<file path="src/rtl/periph_pkg.sv">
// Shared definitions for the GPIO/logic-analyzer peripheral family:
// packet field layout, nbytes encodings, report tag and the TX FSM states.
package periph_pkg;

    localparam int PERIPH_ADDR_WIDTH = 3;

    localparam int CFG_BIT    = 28;
    localparam int NBYTES_MSB = 27;
    localparam int NBYTES_LSB = 26;
    localparam int DATA_MSB   = 23;

    localparam logic [1:0] NBYTES_1 = 2'd1;
    localparam logic [1:0] NBYTES_2 = 2'd2;
    localparam logic [1:0] NBYTES_3 = 2'd3;

    localparam logic [7:0] REPORT_TAG = 8'hD0;

    typedef struct packed {
        logic [PERIPH_ADDR_WIDTH-1:0] addr;
        logic                         cfg;
        logic [NBYTES_MSB-NBYTES_LSB:0] nbytes;
        logic [1:0]                   rsvd;
        logic [DATA_MSB:0]            data;
    } periph_packet_t;

    typedef enum logic {
        S_DATA   = 1'b0,
        S_REPORT = 1'b1
    } tx_state_e;

    // In-band drop report: config packet tagged 0xD0 carrying the 16-bit drop count.
    function automatic periph_packet_t make_report(input logic [PERIPH_ADDR_WIDTH-1:0] addr,
                                                   input logic [15:0] drops);
        periph_packet_t p;
        p.addr   = addr;
        p.cfg    = 1'b1;
        p.nbytes = NBYTES_2;
        p.rsvd   = 2'b00;
        p.data   = {REPORT_TAG, drops};
        return p;
    endfunction

endpackage

</file>
<file path="src/rtl/periph_tx_packer_if.sv">
// Payload-in / packet-out bundle of the TX packer. The master modport is the
// packer itself; the slave modport is the peripheral core plus host arbiter.
interface periph_tx_packer_if #(
    parameter int width                = 32,
    parameter int periph_address_width = 3,
    parameter int depth                = 16
);
    logic [width-periph_address_width-1:0] payload_in;
    logic                                  payload_valid;
    logic [width-1:0]                      tx_packet;
    logic                                  tx_valid;
    logic                                  tx_ready;
    logic [$clog2(depth):0]                fifo_count;
    logic                                  overflow;
    logic                                  clear_overflow;

    modport master (
        input  payload_in, payload_valid, tx_ready, clear_overflow,
        output tx_packet, tx_valid, fifo_count, overflow
    );

    modport slave (
        output payload_in, payload_valid, tx_ready, clear_overflow,
        input  tx_packet, tx_valid, fifo_count, overflow
    );
endinterface

</file>
<file path="src/rtl/sync_fifo.sv">
// Plain synchronous FIFO: memory, wrapping pointers and an occupancy count.
// Read data is the combinational head entry; no first-word-fall-through register.
module sync_fifo #(
    parameter int WIDTH = 32,
    parameter int DEPTH = 16
) (
    input  logic                     clk,
    input  logic                     rst,
    input  logic                     wr_en,
    input  logic [WIDTH-1:0]         wr_data,
    input  logic                     rd_en,
    output logic [WIDTH-1:0]         rd_data,
    output logic [$clog2(DEPTH):0]   count,
    output logic                     full,
    output logic                     empty
);
    localparam int AW = $clog2(DEPTH);
    localparam int CW = AW + 1;

    logic [WIDTH-1:0] mem [DEPTH];
    logic [AW-1:0]    wr_ptr_q, wr_ptr_d;
    logic [AW-1:0]    rd_ptr_q, rd_ptr_d;
    logic [CW-1:0]    count_q, count_d;
    logic             do_wr, do_rd;

    assign full  = (count_q == CW'(DEPTH));
    assign empty = (count_q == '0);
    assign do_wr = wr_en && !full;
    assign do_rd = rd_en && !empty;

    // DEPTH is a power of two, so pointers wrap by plain overflow.
    always_comb begin
        wr_ptr_d = wr_ptr_q;
        rd_ptr_d = rd_ptr_q;
        if (do_wr) wr_ptr_d = wr_ptr_q + AW'(1);
        if (do_rd) rd_ptr_d = rd_ptr_q + AW'(1);
        count_d = count_q + CW'(do_wr) - CW'(do_rd);
    end

    always_ff @(posedge clk) begin
        if (rst) begin
            wr_ptr_q <= '0;
            rd_ptr_q <= '0;
            count_q  <= '0;
        end else begin
            wr_ptr_q <= wr_ptr_d;
            rd_ptr_q <= rd_ptr_d;
            count_q  <= count_d;
        end
    end

    always_ff @(posedge clk) begin
        if (do_wr) mem[wr_ptr_q] <= wr_data;
    end

    assign rd_data = mem[rd_ptr_q];
    assign count   = count_q;

endmodule

</file>
<file path="src/rtl/periph_tx_packer.sv">
// Stamps the peripheral address onto payload words, buffers them and hands
// packets to the host arbiter, inserting a drop-count report once the FIFO drains.
module periph_tx_packer
    import periph_pkg::*;
#(
    parameter int width                = 32,
    parameter int periph_address_width = PERIPH_ADDR_WIDTH,
    parameter int depth                = 16,
    parameter logic [periph_address_width-1:0] PERIPH_ADDR = 3'd1
) (
    input  logic               clk,
    input  logic               rst,
    periph_tx_packer_if.master bus
);
    localparam int CW = $clog2(depth) + 1;

    tx_state_e        state_q, state_d;
    logic [width-1:0] tx_packet_q, tx_packet_d;
    logic             tx_valid_q, tx_valid_d;
    logic [15:0]      drop_count_q, drop_count_d;
    logic             overflow_q, overflow_d;

    logic [width-1:0] fifo_rd_data;
    logic [CW-1:0]    fifo_count;
    logic             fifo_full, fifo_empty;
    logic             push, drop, slot_free, pop;

    // A write while full is dropped even if the output register pops this cycle.
    assign push      = bus.payload_valid && !fifo_full;
    assign drop      = bus.payload_valid && fifo_full;
    assign slot_free = !tx_valid_q || bus.tx_ready;
    assign pop       = (state_q == S_DATA) && slot_free && !fifo_empty;

    sync_fifo #(
        .WIDTH (width),
        .DEPTH (depth)
    ) u_fifo (
        .clk     (clk),
        .rst     (rst),
        .wr_en   (push),
        .wr_data ({PERIPH_ADDR, bus.payload_in}),
        .rd_en   (pop),
        .rd_data (fifo_rd_data),
        .count   (fifo_count),
        .full    (fifo_full),
        .empty   (fifo_empty)
    );

    always_ff @(posedge clk) begin
        if (rst) state_q <= S_DATA;
        else     state_q <= state_d;
    end

    // Report only once the FIFO is empty, so it never overtakes buffered data.
    always_comb begin
        state_d = state_q;
        case (state_q)
            S_DATA:   if (drop_count_q != '0 && fifo_empty && slot_free) state_d = S_REPORT;
            S_REPORT: if (slot_free) state_d = S_DATA;
            default:  state_d = S_DATA;
        endcase
    end

    always_comb begin
        tx_packet_d  = tx_packet_q;
        tx_valid_d   = tx_valid_q;
        drop_count_d = drop_count_q;
        overflow_d   = overflow_q;

        if (state_q == S_REPORT) begin
            if (slot_free) begin
                tx_packet_d = make_report(PERIPH_ADDR, drop_count_q);
                tx_valid_d  = 1'b1;
            end
        end else if (pop) begin
            tx_packet_d = fifo_rd_data;
            tx_valid_d  = 1'b1;
        end else if (slot_free) begin
            tx_valid_d = 1'b0;
        end

        // Clearing at the report edge keeps a same-cycle drop as the new first count.
        if (state_q == S_REPORT && slot_free) begin
            drop_count_d = drop ? 16'd1 : 16'd0;
        end else if (drop && drop_count_q != 16'hFFFF) begin
            drop_count_d = drop_count_q + 16'd1;
        end

        if (drop)                    overflow_d = 1'b1;
        else if (bus.clear_overflow) overflow_d = 1'b0;
    end

    always_ff @(posedge clk) begin
        if (rst) begin
            tx_packet_q  <= '0;
            tx_valid_q   <= 1'b0;
            drop_count_q <= '0;
            overflow_q   <= 1'b0;
        end else begin
            tx_packet_q  <= tx_packet_d;
            tx_valid_q   <= tx_valid_d;
            drop_count_q <= drop_count_d;
            overflow_q   <= overflow_d;
        end
    end

    assign bus.tx_packet  = tx_packet_q;
    assign bus.tx_valid   = tx_valid_q;
    assign bus.fifo_count = fifo_count;
    assign bus.overflow   = overflow_q;

endmodule

</file>
<file path="src/flat_wrapper.sv">
// flat-port wrapper written by rule: the top's interface ports become plain ports
module periph_tx_packer_flat import periph_pkg::*;
#(
    parameter int width                = 32,
    parameter int periph_address_width = PERIPH_ADDR_WIDTH,
    parameter int depth                = 16,
    parameter logic [periph_address_width-1:0] PERIPH_ADDR = 3'd1
)
  (clk, rst, bus_payload_in, bus_payload_valid, bus_tx_ready, bus_clear_overflow, bus_tx_packet, bus_tx_valid, bus_fifo_count, bus_overflow);
  periph_tx_packer_if #(.width(width), .periph_address_width(periph_address_width), .depth(depth)) bus_i ();
  input  logic clk;
  input  logic rst;
  input wire logic [$bits(bus_i.payload_in)-1:0] bus_payload_in;
  input wire logic [$bits(bus_i.payload_valid)-1:0] bus_payload_valid;
  input wire logic [$bits(bus_i.tx_ready)-1:0] bus_tx_ready;
  input wire logic [$bits(bus_i.clear_overflow)-1:0] bus_clear_overflow;
  output wire logic [$bits(bus_i.tx_packet)-1:0] bus_tx_packet;
  output wire logic [$bits(bus_i.tx_valid)-1:0] bus_tx_valid;
  output wire logic [$bits(bus_i.fifo_count)-1:0] bus_fifo_count;
  output wire logic [$bits(bus_i.overflow)-1:0] bus_overflow;
  assign bus_i.payload_in = bus_payload_in;
  assign bus_i.payload_valid = bus_payload_valid;
  assign bus_i.tx_ready = bus_tx_ready;
  assign bus_i.clear_overflow = bus_clear_overflow;
  assign bus_tx_packet = bus_i.tx_packet;
  assign bus_tx_valid = bus_i.tx_valid;
  assign bus_fifo_count = bus_i.fifo_count;
  assign bus_overflow = bus_i.overflow;
  periph_tx_packer #(.width(width), .periph_address_width(periph_address_width), .depth(depth), .PERIPH_ADDR(PERIPH_ADDR)) u_core (.clk(clk), .rst(rst), .bus(bus_i));
endmodule
</file>
<file path="config.mk">
export PLATFORM = sky130hd
export DESIGN_NAME = periph_tx_packer_flat
export DESIGN_NICKNAME = d
export VERILOG_FILES = /design/src/rtl/periph_pkg.sv /design/src/rtl/periph_tx_packer_if.sv /design/src/rtl/sync_fifo.sv /design/src/rtl/periph_tx_packer.sv /design/src/flat_wrapper.sv
export SDC_FILE = /design/constraint.sdc
export NUM_CORES = 1
export LEC_CHECK = 0
export BUFFER_PORTS_ARGS = -buffer_cell sky130_fd_sc_hd__buf_4
export CELL_PAD_IN_SITES_DETAIL_PLACEMENT = 0
export CELL_PAD_IN_SITES_GLOBAL_PLACEMENT = 1
export CORE_MARGIN = 3
export CORE_UTILIZATION = 48
export DETAILED_ROUTE_END_ITERATION = 8
export PLACE_DENSITY_LB_ADDON = 0.3
export SYNTH_ARGS = -nofsm -noshare
export SYNTH_HDL_FRONTEND = slang
export SYNTH_SLANG_ARGS = --single-unit
export TNS_END_PERCENT = 10
</file>
<file path="constraint.sdc">
create_clock -name clk -period 3.78 [get_ports clk]
set_input_delay 0.378 -clock clk [delete_from_list [all_inputs] [get_ports clk]]
set_output_delay 0.378 -clock clk [all_outputs]
set_load 0.02 [all_outputs]
</file>
## After elaboration in Yosys (flattened, before gate mapping)

Memory sizes are Yosys's and may differ from the RTL's. A register that Yosys moved wholly into a read port is not among the register bits.
Index checks and enable logic that the tools add are counted.

| storage, ports and cells | value |
|---|---|
| register bits after elaboration | 64 |
| memory bits (writable) | 464 |
| output and inout bits | 39 |
| word-level logic and storage cells | 59 |
| memories kept | 1 |

| operators by class | value |
|---|---|
| $add $sub $neg | 5 |
| equality and inequality tests | 3 |
| multiplexer cells | 19 |
| bitwise logic cells | 1 |
| reduce and logical (&&, ||, !) cells | 22 |

Memories:

| memory | depth | width | rd ports | clocked after Yosys merged registers in | write ports | RTL line | source |
|---|---|---|---|---|---|---|---|
| u_core.u_fifo.mem | 16 | 29 | 1 | 1 | 1 | sync_fifo.sv:20 | `logic [WIDTH-1:0] mem [DEPTH];` |

Operators with widths:

| cell | number |
|---|---|
| $mux 32 | 3 |
| $mux 16 | 2 |
| $add 16x1->16 const B | 1 |
| $ne 16x16->1 const B | 1 |
| $reduce_bool 16->1 | 1 |
| $mux 1 | 11 |
| $logic_and 1x1->1 | 10 |
| $add 4x1->4 const B | 2 |
| $mux 4 | 2 |
| $reduce_bool 2->1 | 4 |
| $add 5x1->5 | 1 |
| $eq 5x5->1 const B | 1 |
| $logic_not 5->1 | 1 |
| $sub 5x1->5 | 1 |
| $reduce_and 2->1 | 2 |
| $logic_not 1->1 | 3 |
| $ne 2x2->1 const B | 1 |
| $pmux 1 s2 | 1 |
| $logic_or 1x1->1 | 1 |
| $not 1->1 | 1 |

## Depth between registers and ports, before layout

Gate-level depths: netlist (run 1).

| depth | value |
|---|---|
| word-level depth | 7 |
| mapped depth | 12 |
| depth with buffers taken out | 12 |

## By module

A second synthesis (run 1) with hierarchy kept.

| second synthesis, totals | value |
|---|---|
| cells, all modules | 1151 |
| area, all modules | 22307.6 um^2 |

By module, submodules not included:

| module | instances | cells each | area an instance (um^2) |
|---|---|---|---|
| sync_fifo | 1 | 891 | 20007.9 |
| periph_tx_packer | 1 | 260 | 2299.7 |

## Worst setup path before layout (run 1)

No wires, ideal clock.

| timing | value |
|---|---|
| path kind | register to register |
| from | reg u_core.u_fifo.count_q[2], in the netlist u_core.u_fifo.count[2] |
| to | mem u_core.u_fifo.mem[0][0] (netlist bit), enable pin |
| setup time | 0.451 ns |
| data arrival time | 3.425 ns |
| slack | -0.096 ns |
| cell stages (with the launch flop) | 7 |
| buffers on the path | 0 |
| cells stage by stage | dfxtp_1 > inv_1 > ha_1 > and4bb_2 > nor2_1 > nand2_1 > nor3_1 |

| between the ends | value |
|---|---|
| longest elaborated chain between the ends | 6 |

RTL lines:

| element | RTL line | source |
|---|---|---|
| start: declaration | sync_fifo.sv:23 | `logic [CW-1:0] count_q, count_d;` |
| start signal: assignment | sync_fifo.sv:48 | `count_q <= count_d;` |
| $eq 5x5->1 (*) | sync_fifo.sv:26 | `assign full = (count_q == CW'(DEPTH));` |
| $logic_not 1->1 (*) | sync_fifo.sv:28, periph_tx_packer.sv:29 |  |
| $logic_and 1x1->1 | periph_tx_packer.sv:29 | `assign push = bus.payload_valid && !fifo_full;` |
| $logic_and 1x1->1 (*) | sync_fifo.sv:28 | `assign do_wr = wr_en && !full;` |
| $mux 1 (*) | sync_fifo.sv:53 | `if (do_wr) mem[wr_ptr_q] <= wr_data;` |
| $mux 1 (not written as such) (*) | sync_fifo.sv:53 |  |
| end: declaration | sync_fifo.sv:20 |  |

Every way passes the cells marked *; elsewhere a longest branch is shown, timed or not.

## Final worst setup path (run 1)

| timing | value |
|---|---|
| from | reg u_core.u_fifo.count_q[2], in the netlist u_core.u_fifo.count[2] |
| to | mem u_core.u_fifo.mem[10][10] (netlist bit), enable pin |

The elaborated chain is that of the path after synthesis.

==> flow_summary_export.csv, run 1 <==
group,metric,value,unit
worst_setup_path,crit_type,"reg -> reg",
pwr,p_seq_share,45.2,%
route,dr.pass1.iters,5,
final_layout,drive_above_1_share,25.6,%
die,rows,75,
clocking,root_buffer,"clkbuf_16",
final_layout,syn2layout_area_growth,15.4,%
route,via_per_inst,5.77,
min_path,worstHoldStart,"bus_clear_overflow",
min_path,hold_end,"u_core.bus.overflow",
worst_setup_path,ff2ff_setup_slack,960,ps
pwr,p_switching,4.20,mW
worst_setup_path,timing.critical_path.cells,"inv_1 -> ha_1 -> and4bb_2 -> nor2_1 -> nand2_1 -> nor2_4 -> buf_12",
synthesis,avgSynthCellArea,17.8,sq um
final_layout,fin_area,23900,sq um
placed_design,gp_congestion,0.890,
pwr,cellInternalPower,11.3,mW
synthesis,seq_area_frac_synth,73.6,%
synthesis,synthTopCellsByCount,"edfxtp_1, mux4_2, dfxtp_1",
pwr,p_leak,7.66,nW
pwr,combPwrFrac,21.6,%
pwr,clkPwrFrac,33.2,%
clocking,clock_path_buffers,3,
sta,fin_skew,21.4,ps
pwr,ir_worst_vdd,0.448,mV
synthesis,synth_top_area_share,67.2,%
placed_design,io_buffers,70,
synthesis,synth_top_area_cell,"edfxtp_1",
synthesis,ys_ff_latch,530,
grt,grt_pass1_vias,11000,
clocking,worst_skew_pair.late_latency,590,ps
sta,worst_slew_pin_slew,1090,ps
worst_setup_path,max_stage_delay,630,ps
final_layout,final.fill_count,3200,
final_layout,nets,1314,
pwr,swShare,27.2,%
placed_design,place_hpwl,26400,microns
route,ant_nets,0,
sta,setup_viol,0,
worst_setup_path,worstSetupStartpointType,"register",
grt,grt_max_degree,43,
min_path,hold-path-cell-count,3,
synthesis,synth_cell_type_count,58,
synthesis,synthesis.area,20700,sq um
worst_setup_path,end_kind,"register",
sta,timing.final.ws_setup,964,ps
clocking,cts_setup_buffers,0,
flow_run,maxCapViolations,0,
clocking,path_clk_slew,60,ps
placed_design,dpl.cell_count,1789,
pwr,power_density,647,nW/um^2
worst_setup_path,worstRegToRegCells,7,
clocking,cts_max_level,2,
worst_setup_path,cp_max_fo,16,
synthesis,synthTopCellsByArea,"edfxtp_1, mux4_2, dfxtp_1, mux2i_1, mux2_2",
route,num_vias,10900,
sta,setup_tns,0,ps
clocking,cts_hold_buf,0,
clocking,clock_sinks,530,
sta,max_freq,355,MHz
route,drt-total-wl,45900,microns
route,drt_iter0_drc,1191,
worst_setup_path,r2r-end,"u_core.u_fifo.mem[10][10]",
placed_design,place_area,22200,sq um
sta,holdWs,75.5,ps
die,boundaryPins,73,
synthesis,netlist_instances,1162,
die,die_x,214,microns
die,die_h,214,microns
clocking,numCtsBuffers,53,
synthesis,synth_edf_count,464,
route,wl_per_cell,24.4,microns
die,coreArea,42300,sq um
sta,post-route-period-util,74.5,%
synthesis,yosysWarnings,0,
sta,min_period,2820,ps
sta,slew_viol_final,0,
min_path,min_path_type,"in -> reg",
final_layout,insertedDiodeCount,0,
sta,grt_setup_unrepaired,"no",
die,start_util,49.0,%
die,die_area,45700,sq um
synthesis,synth_most_common_cell,"edfxtp_1",
grt,grt.total_usage,20.5,%
worst_setup_path,crit_arrival,3090,ps
route,remaining_drc_errors,0,
grt,grt_pass1_wl,69500,microns
worst_setup_path,r2r-start,"u_core.u_fifo.count[2]",
grt,antenna_found_initial,0,
run_status,status,"finished, final reports clean",
grt,grt-ovfl-total,0,
placed_design,pre_cts_slack,1000,ps
synthesis,async_flop_share,0,%
clocking,tritoncts,"yes",
final_layout,layoutNonFillerInstCount,1884,
clocking,cts_resized,0,
sta,slew_headroom,27.4,%
sta,hold_violations,0,
worst_setup_path,required,4060,ps
worst_setup_path,critPathSlowestCell,"nor2_4",
synthesis,ys.flop_type,"edfxtp_1",
[logic make-up (layout without fill, tap and decap cells)]
| logic type | count (synthesis) | count (layout) | share of synthesized area (%) |
|---|---|---|---|
| DFF | 530 | 530 | 73.6 |
| and+or+nand+nor | 183 | 183 | 4.64 |
| muxes | 181 | 181 | 13.5 |
| AOI/OAI and AO/OA | 156 | 156 | 5.21 |
| buffers and inverters | 89 | 233 | 1.84 |
| adders and majority gates | 13 | 13 | 0.821 |
| xor gates and xnor gates | 9 | 9 | 0.380 |
| other | 1 | 2 | 0.0181 |
[critical path: cells and delay by family, from the launching register on]
kind | cells | cell delay (ps)
fa+ha+maj | 1 | 240
buf+inv | 2 | 320
flops | 1 | 340
simple gates | 4 | 1580
[layout make-up]
class | count | area, sq um | area share, %
Inverter | 28 | 105 | 0.440
Sequential cell | 530 | 15300 | 63.9
Clock inverter | 28 | 297 | 1.24
Timing Repair Buffer | 110 | 901 | 3.77
Clock buffer | 67 | 1400 | 5.86
Tap cell | 577 | 722 | 3.02
Multi-Input combinational cell | 544 | 5210 | 21.8
[sequential cells by signal (all words and copies together), names as in the netlist, named ones only]
name,count
u_core.u_fifo.mem,464
u_core.bus.tx_packet,30
u_core.state_q,1
u_core.u_fifo.wr_ptr_q,4
u_core.bus.tx_valid,1
u_core.u_fifo.rd_ptr_q,4
u_core.drop_count_q,16
u_core.bus.overflow,1
u_core.u_fifo.count,5
[metal layers]
layer | share of wire (%) | vias to the layer above | track usage [%]
met3 | 7.0 | 75 | 4.20
met2 | 47 | 364 | 32.1
li1 | - | 4866 | -
met1 | 44 | 5564 | 29.8
met5 | 0 | - | 0
met4 | 2.2 | 0 | 5.72
[layout by cell type, fill, tap and decap left out, types with 5 or more instances in the layout]
cell       Yosys  final
mux4_2        74     74
o22a_1        16     16
ha_1          12     12
nor2_4         0     12
nand3_1       13     13
buf_4          4    104
edfxtp_1     464    464
and4_1         5      5
nand4_1       23     23
clkinv_2       0     11
mux2i_1       65     65
clkbuf_16      0     54
nor2_1        34     21
a31oi_1        5      5
a22oi_1       42     42
a21oi_1       49     49
bufinv_16      0      6
clkinv_1       0      8
inv_1         27     27
a22o_1        17     17
nor2b_1        7      7
xnor2_1        6      6
mux2_2        42     42
nor4_1         7      6
nand2_1       59     59
clkbuf_1      26     13
dfxtp_1       66     62
buf_12         0      6
o21ai_0        9      9
[power by group through the flow]
stage | clock, mW | combinational [mW] | sequential (mW)
after CTS | 5.23 | 3.38 | 7.01
after global routing | 5.51 | 3.62 | 7.04
after detailed placement | 0 | 3.36 | 7.13
after global placement | 0 | 3.34 | 7.12
final | 5.13 | 3.34 | 7.00
after floorplan | 0 | 2.12 | 7.18
[metrics by stage]
step / power, mW / util, %
2_1_floorplan: 9.30 / -
3_3_place_gp: 10.5 / 52.5
3_5_place_dp: 10.5 / 52.5
4_1_cts: 15.6 / 56.5
5_1_grt: 16.2 / 56.5
6_report: 15.5 / 56.5
[worst max-delay path by stage]
stage / start / end / slack [ps]
after floorplan: u_core.u_fifo.count[2] / u_core.u_fifo.mem[1][0] / -90
after global placement: u_core.u_fifo.count[2] / u_core.u_fifo.mem[10][13] / 1040
after detailed placement: u_core.u_fifo.count[2] / u_core.u_fifo.mem[10][10] / 1000
after CTS: u_core.u_fifo.count[2] / u_core.u_fifo.mem[10][10] / 980
after global routing: u_core.u_fifo.count[2] / u_core.u_fifo.count[4] / 810
final: u_core.u_fifo.count[2] / u_core.u_fifo.mem[10][10] / 960
No activity file was read; power rests on OpenSTA's default activity.
==> run 2: changes to the inputs <==
--- a/config.mk
+++ b/config.mk
@@ -9,7 +9,7 @@
 export CELL_PAD_IN_SITES_DETAIL_PLACEMENT = 0
 export CELL_PAD_IN_SITES_GLOBAL_PLACEMENT = 1
 export CORE_MARGIN = 3
-export CORE_UTILIZATION = 48
+export CORE_UTILIZATION = 53
 export DETAILED_ROUTE_END_ITERATION = 8
 export PLACE_DENSITY_LB_ADDON = 0.3
 export SYNTH_ARGS = -nofsm -noshare
==> constraint.sdc (replaced) <==
create_clock -name clk -period 2.71 [get_ports clk]
set_input_delay 0.271 -clock clk [delete_from_list [all_inputs] [get_ports clk]]
set_output_delay 0.271 -clock clk [all_outputs]
set_load 0.02 [all_outputs]
==> run 2 against run 1 <==
  * Non-clock buffer count is 47 higher
  * Largest power group unchanged
  * Via count is 2.5% higher
  * Register-to-register slack worse by 790 ps
  * Hold slack worse by 55 ps
  * Global-route usage is 1.8 points higher
  * Sequential share of layout area is 1.3 points lower
  * Fmax is 11% higher
  * First-iteration DRC count is 24% lower
  * Count of clock-buffer cells in the layout is 3 lower
  * Sequential cell count stayed put
  * Worst setup slack worse by 790 ps
  * Final cell count is 0.85% lower
==> flow_summary_export.csv, run 2 (synthesis results as in run 1) <==
group,metric,value,unit
grt,antenna_found_initial,1,
sta,slew_headroom,35.7,%
final_layout,drive_above_1_share,26.4,%
route,drt-total-wl,45500,microns
min_path,min_path_type,"in -> reg",
worst_setup_path,critPathSlowestCell,"fa_1",
sta,setup_tns,0,ps
route,drt_iter0_drc,909,
die,coreArea,38100,sq um
sta,setup_viol,0,
sta,grt_setup_unrepaired,"no",
die,die_h,204,microns
sta,hold_violations,0,
die,die_x,204,microns
route,remaining_drc_errors,0,
final_layout,fin_util,64.0,%
worst_setup_path,end_kind,"register",
clocking,clock_sinks,530,
clocking,tritoncts,"yes",
placed_design,gp_congestion,0.811,
run_status,status,"finished, final reports clean",
route,wl_per_cell,24.4,microns
worst_setup_path,required,3180,ps
grt,grt.total_usage,22.3,%
pwr,power_density,886,nW/um^2
worst_setup_path,crit_buf_inv,2,
final_layout,layout_commonest_cell,"edfxtp_1",
clocking,root_buffer,"clkbuf_16",
final_layout,syn2layout_area_growth,17.7,%
final_layout,fin_area,24400,sq um
pwr,p_leak,7.88,nW
sta,post-route-period-util,93.7,%
worst_setup_path,ff2ff_setup_slack,170,ps
route,dr.pass1.iters,5,
route,ant_nets,0,
worst_setup_path,timing.critical_path.cells,"inv_1 -> ha_1 -> nor4b_2 -> nor3_2 -> xnor2_1 -> ha_1 -> inv_1 -> fa_1 -> nor2b_1 -> o21bai_1 -> a21oi_1 -> nor3b_2",
sta,min_period,2540,ps
worst_setup_path,crit_family,"adder cells",
clocking,clock_path_buffers,3,
flow_run,maxCapViolations,0,
placed_design,place_area,22400,sq um
worst_setup_path,worstSetupStartpointType,"register",
worst_setup_path,max_stage_delay,400,ps
sta,fin_skew,17.9,ps
pwr,power,21.6,mW
route,num_vias,11100,
worst_setup_path,crit_arrival,3010,ps
grt,grt_pass1_wl,69500,microns
die,start_util,54.4,%
final_layout,largest_register_ffs,464,
clocking,cts_max_level,2,
pwr,ir_worst_vdd,0.588,mV
worst_setup_path,cp_max_fo,4,
die,boundaryPins,73,
grt,grt-ovfl-total,0,
sta,max_freq,394,MHz
clocking,path_clk_slew,60,ps
placed_design,io_buffers,70,
final_layout,nets,1360,
final_layout,regMostFlops,"u_core.u_fifo.mem",
worst_setup_path,crit_type,"reg -> reg",
grt,grt_max_degree,43,
final_layout,final_cell_mix,"edfxtp_1, buf_4, mux4_2",
clocking,numCtsBuffers,52,
sta,slew_viol_final,0,
grt,grt_pass1_vias,11400,
die,rows,71,
die,die_area,41500,sq um
placed_design,place_hpwl,27800,microns
sta,worst_slew_pin_slew,962,ps
route,via_per_inst,5.96,
clocking,worst_skew_pair.late_latency,590,ps
[run 2: changes by cell type in the layout (fill, tap and decap cells not counted), moves of 5 or more]
| cell | before | now |
|---|---|---|
| buf_4 | 104 | 112 |
| inv_6 | 0 | 5 |
| dlygate4sd3_1 | 0 | 27 |
| buf_12 | 6 | 18 |
[run 2: final timing paths]
check                               from  depth (start not counted)                        to
setup / recovery  u_core.u_fifo.count[2]                         12    u_core.u_fifo.count[4]
hold / removal        bus_payload_in[28]                          1  u_core.u_fifo.mem[3][28]
setup reg to reg  u_core.u_fifo.count[2]                         12    u_core.u_fifo.count[4]
hold reg to reg      u_core.bus.overflow                          2       u_core.bus.overflow
[run 2: per-stage QoR]
step	cells	hold WS [ps]	worst slack [ps]
final	1868	20.9	172
after global routing	1868	6.50	15.1
after CTS	1866	0.215	144
after detailed placement	1742	460	180
after global placement	1742	461	255
after floorplan	1163	370	-391
[run 2: per-layer routing]
metal  global-route usage, %  vias to the layer above  wire length (microns)
met1                    32.4                     5749                  19900
met4                    6.17                        0                    966
met2                    35.6                      348                  21900
met5                       0                        -                      0
li1                        -                     4967                      -
met3                    3.81                       76                   2750
[run 2: what timing repair did]
action / in CTS / in global routing
gates resized for setup: 0 / 2
hold endpoints to repair: 377 / 0
hold buffers: 27 / 0
buffers inserted: 0 / 1
endpoints found under the setup margin: 0 / 11
[run 2: cell type report]
type	count	area, sq um
Timing Repair Buffer	157	1470
Tap cell	511	639
Clock inverter	33	283
Antenna cell	1	2.50
Clock buffer	64	1380
Fill cell	2633	13700
Sequential cell	530	15300
Inverter	28	105
Multi-Input combinational cell	544	5240
[run 2: where the power goes]
group	total [mW]	internal (mW)	switching, mW
clock network	7.02	4.01	3.01
registers	9.73	9.38	0.356
logic	4.85	2.26	2.59
==> run 3: changes to the inputs <==
--- a/config.mk
+++ b/config.mk
@@ -11,7 +11,7 @@
 export CORE_MARGIN = 3
 export CORE_UTILIZATION = 53
 export DETAILED_ROUTE_END_ITERATION = 8
-export PLACE_DENSITY_LB_ADDON = 0.3
+export PLACE_DENSITY = 0.85
 export SYNTH_ARGS = -nofsm -noshare
 export SYNTH_HDL_FRONTEND = slang
 export SYNTH_SLANG_ARGS = --single-unit
==> run 3 against run 2 <==
  * Hold slack better by 4.3 ps
  * Sequential share of layout area is the same
  * Register-to-register slack improved by 70 ps
  * Power is 1.1% higher
  * Combinational power about the same
  * Non-clock buffer count fell by 7
  * Routed wire length increased by 0.36%
  * Clock power grew 3%
  * Final cell count fell by 0.54%
  * Critical path depth is the same
  * Count of clock-buffer cells in the layout fell by 2
  * Critical endpoint unchanged
  * Largest cell class unchanged
  * Largest power group unchanged
==> flow_summary_export.csv, run 3 (synthesis results as in run 1) <==
group,metric,value,unit
final_layout,drive_above_1_share,26.1,%
worst_setup_path,crit_type,"reg -> reg",
clocking,clock_sinks,530,
clocking,worst_skew_pair.late_latency,600,ps
placed_design,place_hpwl,27400,microns
worst_setup_path,crit_end,"u_core.u_fifo.count[4]",
route,ant_nets,0,
final_layout,final.fill_count,2562,
grt,antenna_found_initial,1,
pwr,ir_worst_vdd,0.707,mV
run_status,status,"finished, final reports clean",
die,die_h,204,microns
worst_setup_path,cp_max_fo,4,
die,boundaryPins,73,
worst_setup_path,end_kind,"register",
route,wl_per_cell,24.6,microns
grt,grt_pass1_wl,69900,microns
clocking,path_clk_slew,60,ps
worst_setup_path,ff2ff_setup_slack,240,ps
final_layout,layout_commonest_cell,"edfxtp_1",
grt,grt.total_usage,22.5,%
placed_design,gp_congestion,0.864,
final_layout,regMostFlops,"u_core.u_fifo.mem",
clocking,tritoncts,"yes",
flow_run,maxCapViolations,0,
clocking,clock_path_buffers,3,
placed_design,dpl.cell_count,1737,
route,drt_iter0_drc,1181,
min_path,min_path_type,"in -> reg",
worst_setup_path,crit_arrival,2960,ps
die,coreArea,38100,sq um
route,dr.pass1.iters,5,
sta,grt_setup_unrepaired,"no",
worst_setup_path,worstSetupStartpoint,"u_core.u_fifo.count[2]",
route,remaining_drc_errors,0,
grt,grt_max_degree,43,
final_layout,layoutNonFillerInstCount,1858,
final_layout,syn2layout_area_growth,17.7,%
sta,hold_violations,0,
sta,post-route-period-util,91.0,%
worst_setup_path,r2r-start,"u_core.u_fifo.count[2]",
pwr,p_leak,7.87,nW
worst_setup_path,worstSetupStartpointType,"register",
sta,max_freq,405,MHz
sta,slew_headroom,41.4,%
final_layout,fin_util,64.0,%
route,num_vias,11200,
route,drt-total-wl,45700,microns
sta,slew_viol_final,0,
sta,setup_viol,0,
grt,grt_pass1_vias,11400,
clocking,root_buffer,"clkbuf_16",
pwr,power_density,896,nW/um^2
grt,grt-ovfl-total,0,
worst_setup_path,required,3210,ps
worst_setup_path,r2r-end,"u_core.u_fifo.count[4]",
die,die_area,41500,sq um
worst_setup_path,worstRegToRegCells,12,
final_layout,nets,1352,
die,start_util,54.4,%
die,die_x,204,microns
sta,fin_skew,24.2,ps
sta,min_period,2470,ps
clocking,cts_setup_buffers,0,
placed_design,io_buffers,70,
clocking,cts_max_level,2,
sta,worst_slew_pin_slew,878,ps
clocking,numCtsBuffers,51,
final_layout,final_cell_mix,"edfxtp_1, buf_4, mux4_2",
die,rows,71,
sta,holdWs,25.1,ps
route,via_per_inst,6.02,
final_layout,largest_register_ffs,464,
==> run 3: cell types whose count changed in the layout (fill, tap and decap cells not counted), sizes merged, moves of 2 or more <==
cell and delta:
inv -5, clkbuf -2, buf -6, bufinv +4
==> run 3: area by class of cell <==
cell class	instances	area [sq um]	area share [%]
multi-input cells	544	5230	21.5
inverters	28	105	0.431
clock inverters	32	380	1.56
repair buffers	150	1430	5.86
flip-flops and latches	530	15300	62.6
clock buffers	62	1330	5.45
diodes	1	2.50	0.0103
well taps	511	639	2.62
==> run 3: what timing repair did <==
action / in CTS / in global routing
setup endpoints to repair: 0 / 5
resized for setup: 0 / 1
hold endpoints to repair: 375 / 0
hold buffers: 26 / 0
==> run 3: layer usage <==
layer / vias to the layer above / track usage, % / part of all wire, %
met1: 5707 / 32.1 / 42
met4: 0 / 7.25 / 2.4
met2: 450 / 35.9 / 48
met5: - / 0 / 0
met3: 78 / 3.91 / 8.2
li1: 4944 / - / -
==> run 3: critical path: stages, from the launching register on <==
cell	delay, ps
dfxtp_1	360
inv_1	80
ha_1	240
nor4b_2	180
nor3_2	230
xnor2_1	140
ha_1	180
inv_1	60
fa_1	410
nor2b_1	150
o21bai_1	90
nand3_1	80
nor3b_1	180
==> run 3: worst min-delay path by stage <==
stage               slack, ps  depth (start not counted)                startpoint                   endpoint
detailed placement        460                          2       u_core.bus.overflow        u_core.bus.overflow
finish                     30                          1         bus_payload_in[9]   u_core.u_fifo.mem[15][9]
global placement          460                          2  u_core.bus.tx_packet[29]   u_core.bus.tx_packet[29]
global route               20                          1        bus_payload_in[27]  u_core.u_fifo.mem[14][27]
CTS                         2                          1         bus_payload_in[9]   u_core.u_fifo.mem[15][9]
floorplan                 370                          0         bus_payload_in[0]    u_core.u_fifo.mem[0][0]
==> run 3: per-stage QoR <==
| stage | TNS (ps) | instance area, sq um | worst slack (ps) | power (mW) |
|---|---|---|---|---|
| after floorplan | -128370 | 20700 | -391 | 13.0 |
| after global placement | 0 | 22400 | 237 | 14.7 |
| after detailed placement | 0 | 22400 | 162 | 14.7 |
| after CTS | 0 | 24400 | 154 | 22.0 |
| after global routing | 0 | 24400 | 0.297 | 22.7 |
| final | 0 | 24400 | 243 | 21.8 |
==> run 3: where the power goes <==
| part | switching, mW | internal, mW |
|---|---|---|
| combinational | 2.58 | 2.26 |
| sequential | 0.398 | 9.38 |
| clock | 2.97 | 4.25 |
| total | 5.95 | 15.9 |
